--- config.mk ---
export PLATFORM = sky130hd
export DESIGN_NAME = gpio_irq_flat
export DESIGN_NICKNAME = d
export VERILOG_FILES = /design/src/rtl/gpio_irq_pkg.sv /design/src/rtl/gpio_irq_if.sv /design/src/rtl/gpio_irq_sync.sv /design/src/rtl/gpio_irq.sv /design/src/flat_wrapper.sv
export SDC_FILE = /design/constraint.sdc
export NUM_CORES = 1
export LEC_CHECK = 0
export BUFFER_PORTS_ARGS = -buffer_cell sky130_fd_sc_hd__buf_2
export CAP_MARGIN = 20
export CORE_ASPECT_RATIO = 1.2
export CORE_UTILIZATION = 41
export DETAILED_ROUTE_END_ITERATION = 7
export GPL_TIMING_DRIVEN = 0
export PLACE_DENSITY = 0.67
export SYNTH_ARGS = -nofsm -noshare
export SYNTH_HDL_FRONTEND = slang
export SYNTH_SLANG_ARGS = --single-unit
--- constraint.sdc ---
create_clock -name clk -period 10.44 [get_ports clk]
set_input_delay 0.522 -clock clk [delete_from_list [all_inputs] [get_ports clk]]
set_output_delay 0.522 -clock clk [all_outputs]
set_load 0.02 [all_outputs]
--- src/rtl/gpio_irq_pkg.sv ---
// Shared definitions for gpio_irq: register codes, bank geometry, bank-count helper.
// Latency: n/a (declarations only).
// Backpressure: n/a.
package gpio_irq_pkg;

  localparam int MAX_WIDTH = 64;
  localparam int BANK_W    = 16;

  // Register code occupies Addr[4:2]; Addr[1:0] selects the 16-bit bank.
  typedef enum logic [2:0] {
    REG_DATA  = 3'd0,
    REG_DIR   = 3'd1,
    REG_SET   = 3'd2,
    REG_CLR   = 3'd3,
    REG_IEN   = 3'd4,
    REG_IRISE = 3'd5,
    REG_IFALL = 3'd6,
    REG_ISTAT = 3'd7
  } reg_e;

  function automatic int num_banks(input int width);
    return (width + BANK_W - 1) / BANK_W;
  endfunction

endpackage

--- src/rtl/gpio_irq_if.sv ---
// Register bus between address decode (master) and gpio_irq (slave).
// Latency: writes commit on the clock edge with en & wr; reads are combinational.
// Backpressure: none; one access per clock, always accepted.
interface gpio_irq_if;
  logic [4:0]  addr;    // {reg[2:0], bank[1:0]}
  logic [15:0] datawr;
  logic [15:0] datard;  // zero unless en & rd
  logic        en;
  logic        rd;
  logic        wr;

  modport master (output addr, datawr, en, rd, wr, input datard);
  modport slave  (input addr, datawr, en, rd, wr, output datard);
endinterface

--- src/rtl/gpio_irq_sync.sv ---
// Pin input conditioning: 2-flop synchroniser, previous-value register, edge detect, post-reset qualifier.
// Latency: pin -> sync 2 edges; rise/fall valid between edge 2 and edge 3.
// Backpressure: none.
// Ports: clk, rst (async high); pin (raw pads); sync, rise, fall (per pin); qualified (edge capture allowed).
module gpio_irq_sync #(
  parameter int WIDTH = 32
) (
  input  logic             clk,
  input  logic             rst,
  input  logic [WIDTH-1:0] pin,
  output logic [WIDTH-1:0] sync,
  output logic [WIDTH-1:0] rise,
  output logic [WIDTH-1:0] fall,
  output logic             qualified
);

  logic [WIDTH-1:0] meta;
  logic [WIDTH-1:0] prev;
  logic [1:0]       cnt;

  always_ff @(posedge clk or posedge rst) begin
    if (rst) begin
      meta <= '0;
      sync <= '0;
      prev <= '0;
      cnt  <= '0;
    end else begin
      meta <= pin;
      sync <= meta;
      prev <= sync;
      // Saturates at 3: by then prev has caught up with any pin held
      // high through reset, so the first observed rise is genuine.
      if (cnt != 2'd3)
        cnt <= cnt + 2'd1;
    end
  end

  assign rise      = sync & ~prev;
  assign fall      = ~sync & prev;
  assign qualified = (cnt == 2'd3);

endmodule

--- src/rtl/gpio_irq.sv ---
// GPIO register file with per-pin direction, atomic set/clear and sticky edge interrupts.
// Latency: pin edge -> ISTAT 3 edges, -> ireq 4 edges; register writes 1 edge; reads combinational.
// Backpressure: none; every en & wr cycle is a committed write.
// Ports: clk, rst (async high); bus (gpio_irq_if.slave); pin (raw pads); pout, poe (pad drive); ireq.
module gpio_irq
  import gpio_irq_pkg::*;
#(
  parameter int WIDTH = 32
) (
  input  logic             clk,
  input  logic             rst,
  gpio_irq_if.slave        bus,
  input  logic [WIDTH-1:0] pin,
  output logic [WIDTH-1:0] pout,
  output logic [WIDTH-1:0] poe,
  output logic             ireq
);

  localparam int NB = num_banks(WIDTH);
  localparam int PW = NB * BANK_W;   // width rounded up to whole banks

  reg_e             rsel;
  logic [1:0]       bank;
  logic [5:0]       sh;
  logic             we;
  logic [PW-1:0]    wfull;
  logic [PW-1:0]    bfull;
  logic [WIDTH-1:0] wd;   // write data placed at the addressed bank
  logic [WIDTH-1:0] bm;   // bit mask of the addressed bank

  logic [WIDTH-1:0] ien;
  logic [WIDTH-1:0] irise;
  logic [WIDTH-1:0] ifall;
  logic [WIDTH-1:0] istat;
  logic [WIDTH-1:0] istat_nxt;

  logic [WIDTH-1:0] sync_v;
  logic [WIDTH-1:0] rise_v;
  logic [WIDTH-1:0] fall_v;
  logic             qualified;

  gpio_irq_sync #(.WIDTH(WIDTH)) u_sync (
    .clk       (clk),
    .rst       (rst),
    .pin       (pin),
    .sync      (sync_v),
    .rise      (rise_v),
    .fall      (fall_v),
    .qualified (qualified)
  );

  assign rsel = reg_e'(bus.addr[4:2]);
  assign bank = bus.addr[1:0];
  assign sh   = {bank, 4'b0000};
  assign we   = bus.en & bus.wr;

  // Shifting into a bank-padded vector drops banks past the bank count
  // and truncation to WIDTH drops bits above WIDTH, so such writes vanish.
  assign wfull = PW'(bus.datawr) << sh;
  assign bfull = PW'(16'hFFFF) << sh;
  assign wd    = wfull[WIDTH-1:0];
  assign bm    = bfull[WIDTH-1:0];

  // Newly detected edges take priority over a same-cycle write-1-to-clear.
  always_comb begin
    logic [WIDTH-1:0] clr;
    logic [WIDTH-1:0] set;
    clr       = (we && rsel == REG_ISTAT) ? wd : '0;
    set       = qualified ? ((rise_v & irise) | (fall_v & ifall)) : '0;
    istat_nxt = (istat & ~clr) | set;
  end

  always_ff @(posedge clk or posedge rst) begin
    if (rst) begin
      pout  <= '0;
      poe   <= '0;
      ien   <= '0;
      irise <= '0;
      ifall <= '0;
      istat <= '0;
      ireq  <= 1'b0;
    end else begin
      if (we) begin
        case (rsel)
          REG_DATA:  pout  <= (pout & ~bm) | wd;
          REG_DIR:   poe   <= (poe & ~bm) | wd;
          REG_SET:   pout  <= pout | wd;
          REG_CLR:   pout  <= pout & ~wd;
          REG_IEN:   ien   <= (ien & ~bm) | wd;
          REG_IRISE: irise <= (irise & ~bm) | wd;
          REG_IFALL: ifall <= (ifall & ~bm) | wd;
          default:   ;
        endcase
      end
      istat <= istat_nxt;
      // Built from the current status, so a clear or enable shows one edge later.
      ireq  <= |(istat & ien);
    end
  end

  // Read mux: select the register, then the bank slice; unimplemented banks stay 0.
  always_comb begin
    logic [PW-1:0]     rreg;
    logic [BANK_W-1:0] rbank;
    rreg = '0;
    case (rsel)
      REG_DATA:  rreg[WIDTH-1:0] = sync_v;
      REG_DIR:   rreg[WIDTH-1:0] = poe;
      REG_IEN:   rreg[WIDTH-1:0] = ien;
      REG_IRISE: rreg[WIDTH-1:0] = irise;
      REG_IFALL: rreg[WIDTH-1:0] = ifall;
      REG_ISTAT: rreg[WIDTH-1:0] = istat;
      default:   rreg = '0;
    endcase
    rbank = '0;
    for (int b = 0; b < NB; b++) begin
      if (bank == 2'(b))
        rbank = rreg[b*BANK_W +: BANK_W];
    end
    bus.datard = (bus.en && bus.rd) ? rbank : '0;
  end

endmodule

--- src/flat_wrapper.sv ---
// flat-port wrapper written by rule: the top's interface ports become plain ports
module gpio_irq_flat import gpio_irq_pkg::*;
#(
  parameter int WIDTH = 32
)
  (clk, rst, pin, pout, poe, ireq, bus_addr, bus_datawr, bus_en, bus_rd, bus_wr, bus_datard);
  gpio_irq_if bus_i ();
  input  logic clk;
  input  logic rst;
  input  logic [WIDTH-1:0] pin;
  output logic [WIDTH-1:0] pout;
  output logic [WIDTH-1:0] poe;
  output logic ireq;
  input wire logic [$bits(bus_i.addr)-1:0] bus_addr;
  input wire logic [$bits(bus_i.datawr)-1:0] bus_datawr;
  input wire logic [$bits(bus_i.en)-1:0] bus_en;
  input wire logic [$bits(bus_i.rd)-1:0] bus_rd;
  input wire logic [$bits(bus_i.wr)-1:0] bus_wr;
  output wire logic [$bits(bus_i.datard)-1:0] bus_datard;
  assign bus_i.addr = bus_addr;
  assign bus_i.datawr = bus_datawr;
  assign bus_i.en = bus_en;
  assign bus_i.rd = bus_rd;
  assign bus_i.wr = bus_wr;
  assign bus_datard = bus_i.datard;
  gpio_irq #(.WIDTH(WIDTH)) u_core (.clk(clk), .rst(rst), .bus(bus_i), .pin(pin), .pout(pout), .poe(poe), .ireq(ireq));
endmodule
Word level (Yosys, flattened, before mapping) --
Index checks and enable logic that the tools add are counted.
Operators by class: add/subtract/negate cells 1, $mul 0, divide/modulo/power cells 0, magnitude comparators 0, eq/ne operators 10, shifts and indexed selects 2, mux-type cells 7, bitwise logic cells 26, reductions and logical operators 11
Operator list (number):
- AND 32 bit | 12
- OR 32 bit | 8
- one-hot mux 32 bit (6 select lines) | 1
- NOT 32 bit | 5
- one-hot mux 32 bit (3 select lines) | 1
- 2-to-1 mux 32 bit | 2
- 2-to-1 mux 16 bit | 3
- OR reduction 32 bit | 1
- left shift 16 x 6 -> 32 bit | 1
- left shift 16 x 6 -> 32 bit, first input constant | 1
- equality test 3 bit, second input constant | 4
- AND reduction 2 bit | 5
- equality test 3 x 2 -> 1 bit, second input constant | 2
- equality test 3 x 1 -> 1 bit, second input constant | 1
- zero test 3 bit | 1
- nonzero test 3 bit | 1
- adder 2 x 1 -> 2 bit, second input constant | 1
- equality test 2 x 1 -> 1 bit, second input constant | 1
- equality test 2 bit, second input constant | 1
- logical AND 1 bit | 2
- zero test 2 bit | 1
- inequality test 2 bit, second input constant | 1
- AND 1 bit | 1
Storage, ports and cells: flip-flop bits (word level) 291, bits in latches 0, memory bits (writable) 0, bits in read-only memories 0, input bits 58, output and inout bits 81, logic and storage cells 68, memories 0

Logic depth before layout (Yosys ltp) --
depth after elaboration 6, mapped depth 7, mapped depth without buffers 4

Cells and area by module --
From an unflattened synthesis, not the netlist that was laid out.
Unflattened totals: cells, all modules 991, area, all modules 12732.2 µm²
Modules (own cells, without submodules):
- gpio_irq | instances 1, cells an instance 824, area each 9826.9 µm², sequential area each 4829.6 µm²
- gpio_irq_sync | instances 1, cells an instance 167, area each 2905.3 µm², sequential area each 2452.4 µm²

Worst setup path before layout --
OpenSTA, ideal clock, no wires.
kind input-to-output, start input port bus_addr[2], end output port bus_datard[14], arrival time 2072 ps, data required time 9918 ps, setup slack 7846 ps, cell stages on the path 6, path buffers 3, cells stage by stage buf_4 > buf_4 > buf_2 > o32ai_1 > a21oi_1 > o41ai_1
Between the ends: word-level cells in the longest chain between the ends 5, elaborated cells on any way between the ends 10, classes of those cells eq/ne (5); mux (4); reduce/logical (1)
RTL lines:
- start, declared | RTL line flat_wrapper.sv:14 | input wire logic [$bits(bus_i.addr)-1:0] bus_addr;
- equality test 3 bit (tied with other cells) | RTL line gpio_irq.sv:106 | case (rsel)
- one-hot mux 32 bit (6 select lines) * | RTL line gpio_irq.sv:106
- 2-to-1 mux 16 bit | RTL line gpio_irq.sv:117 | if (bank == 2'(b))
- 2-to-1 mux 16 bit * | RTL line gpio_irq.sv:117
- 2-to-1 mux 16 bit * | RTL line gpio_irq.sv:120 | bus.datard = (bus.en && bus.rd) ? rbank : '0;
- end, declared | RTL line flat_wrapper.sv:19 | output wire logic [$bits(bus_i.datard)-1:0] bus_datard;
Every way passes the cells marked *; elsewhere a longest branch is shown, timed or not.

Final worst setup path --
start input port bus_addr[3], end output port bus_datard[3]
Same word-level chain as after synthesis.

==> results.toml <==
[flow_run]
maxCapViolCount = 0

[floorplan]
rows = 70
start_util_pct = 41.6
die_y_um = 194
fp.dieW_um = 162
fp.dieArea_sq_um = 31500
ios = 139
coreArea_sq_um = 30400

[clock_tree]
cts_resized = 0
cts_hold_buf = 0
clk_latency_ns = 0.56
cts_buffer_depth = 3
clockRootBuffer = "clkbuf_16"
path_clk_slew_ns = 0.06
cts_tree = "built"
postCtsSetupRepairBufs = 0
cts_sinks = 291
cts_buffers = 31
htreeDepth = 1

[route]
dr.pass1.iters = 5
vias = 9658
drt-wirelength-per-cell_um = 26.2
wl_mm = 41.3
dr.first_iter.drc_count = 1057
drc_errors = 0
viasPerCell = 6.13
ant_nets = 0

[place]
place_hpwl_mm = 28.6
port-buffer-count = 137
gp_congestion = 0.953
pre_cts_ws_ns = 7.14

[yosys]
synth_edf_count = 0
ys_seq_elements = 291
ys_dominant_reg_cell = "dfrtp_1"
ys_types = 56
ys_warn_count = 0
seq_area_frac_synth_pct = 57.6
synth_nets = 1044
syn-instance-count = 985
syn_area_sq_um = 12600
ys_async_sr_fraction_pct = 100
syn_avg_cell_area_sq_um = 12.8

[worst_setup_path]
timing.rr.end = "u_core.istat[26]"
worst_setup_path_end_kind = "primary output"
cp_max_fo = 10
required_ns = 9.92
ff2ff_path_depth = 4
crit_type = "in2out"
startpoint = "bus_addr[3]"
r2r-start = "u_core.u_sync.cnt[0]"
r2r_slack_ns = 8.48
startpoint_type = "input port"
crit_arrival_ns = 3.01

[layout]
n_fill_cell = 2735
layout.nets = 1216
fin_util_pct = 49.0
syn2layout_area_growth_pct = 17.7
drive_gt1_share_pct = 33.0
final_common_cell = "dfrtp_1"
final_cell_mix = "dfrtp_1 (291), buf_2 (165), mux2_2 (151), o21ai_0 (51), nand3_1 (50)"

[timing]
final_hold_viol_count = 0
rsz0062_at_grt = "false"
final.period_utilization_pct = 33.9
period_needed_ns = 3.53
final_max_slew_viol_count = 0
final.setup_skew_ns = 0.00790
timing.hold.ws_ns = 0.0459
max_slew_margin_pct = 36.9
layout_setup_ws_ns = 6.91
max_slew.worst_pin.slew_ns = 0.940
finalSetupViolations = 0
tns_ns = 0
fmax_mhz = 283

[global_routing]
grt_first_pass_wirelength_mm = 61.4
grt_pass1_vias = 9592
grt_usage_pct = 26.4
gr-usage-met3_pct = 3.88
grt_use_met2_pct = 42.8
antenna_found_initial = 1
busiest_layer = "met2"
grt-ovfl-total = 0
use_met1_pct = 34.0
grt_max_degree = 107

[power]
p_leak_nw = 6.77
ir_drop_v = 0.000116
power.density_nw_per_um2 = 197
power_mw = 2.93

[min_path]
hold_class = "in2async"

[outcome]
status = "finished clean"
Yosys cell counts (2+ instances only):
library cell  number  area [sq um]
a311oi_1           4          35.0
nor3_1             6          30.0
a221o_1            3          30.0
a211oi_1          12          90.1
o22ai_1            5          31.3
nand2_1           49           184
mux2i_1           42           420
buf_2             28           140
nand4_1            4          25.0
a32o_1            32           320
buf_1              4          15.0
a221oi_1          14           123
nand3b_1          33           248
dfrtp_1          291          7280
mux4_2             2          45.0
a22o_1            33           289
mux2_2           151          1700
o211ai_1          33           248
a21o_1             3          22.5
nor4_4             2          42.5
nand2b_1           2          12.5
o2bb2ai_1          4          35.0
buf_6              4          45.0
o21ai_0           51           255
nor2_1            13          48.8
buf_4              8          60.1
and3b_1            2          17.5
clkbuf_1          37           139
a22oi_1           22           165
inv_1              3          11.3
a21oi_1           10          50.1
nor2_2             2          12.5
nand3_2            2          20.0
nand2_2            3          18.8
nand3_1           50           250
state kept, by name, summed over array words and instances (netlist names):
signal	cells
u_core.ien	32
u_core.ifall	32
u_core.ireq	1
u_core.irise	32
u_core.istat	32
u_core.poe	32
u_core.pout	32
u_core.u_sync.cnt	2
u_core.u_sync.meta	32
u_core.u_sync.prev	32
u_core.u_sync.sync	32
cell type report:
type | count | area (sq um) | area share, %
multi-input combinational | 609 | 4940 | 33.2
tap | 396 | 495 | 3.33
clock buffer | 47 | 886 | 5.95
sequential | 291 | 7280 | 48.9
buffer | 82 | 404 | 2.72
clock inverter | 7 | 110 | 0.740
antenna | 1 | 2.50 | 0.0168
inverter | 3 | 18.8 | 0.126
timing repair buffer | 139 | 741 | 4.98
critical path: stages:
cell and delay, ns:
buf_2 0.15, buf_4 0.21, nor2_2 0.42, clkbuf_1 0.66, a311oi_1 0.19, a211oi_1 0.56, buf_2 0.28
stage by stage:
step	cells	area (sq um)
finish	1575	14900
detailed placement	1520	13900
global placement	1518	13800
floorplan	985	12600
global route	1575	14900
CTS	1574	14900
routing by layer:
metal,vias to the layer above,part of all wire (%)
met2,560,48
met5,-,0
li1,4067,-
met3,140,8.9
met4,0,5.2
met1,4891,38
cells by family after synthesis:
logic type	after synthesis	share of synthesized area [%]
buffers and inverters	85	3.29
DFF	291	57.6
adders and majority gates	1	0.0990
AOI/OAI and AO/OA	234	14.0
and+or+nand+nor	177	7.77
xor gates and xnor gates	1	0.0693
muxes	196	17.2
how the worst max path moves through the flow:
stage / cells after the start / slack, ns / to
CTS: 7 / 7.09 / bus_datard[8]
global route: 7 / 7.00 / bus_datard[3]
detailed placement: 7 / 7.14 / bus_datard[8]
global placement: 2 / -1.39 / u_core.u_sync.sync[27]
floorplan: 1 / 1.88 / u_core.ien[0]
finish: 7 / 6.91 / bus_datard[3]
power breakdown:
| part | switching, mW | internal (mW) |
|---|---|---|
| registers | 0.125 | 1.27 |
| logic | 0.246 | 0.196 |
| clock network | 0.441 | 0.652 |
| total | 0.812 | 2.12 |
(Power assumes the default switching activity.)
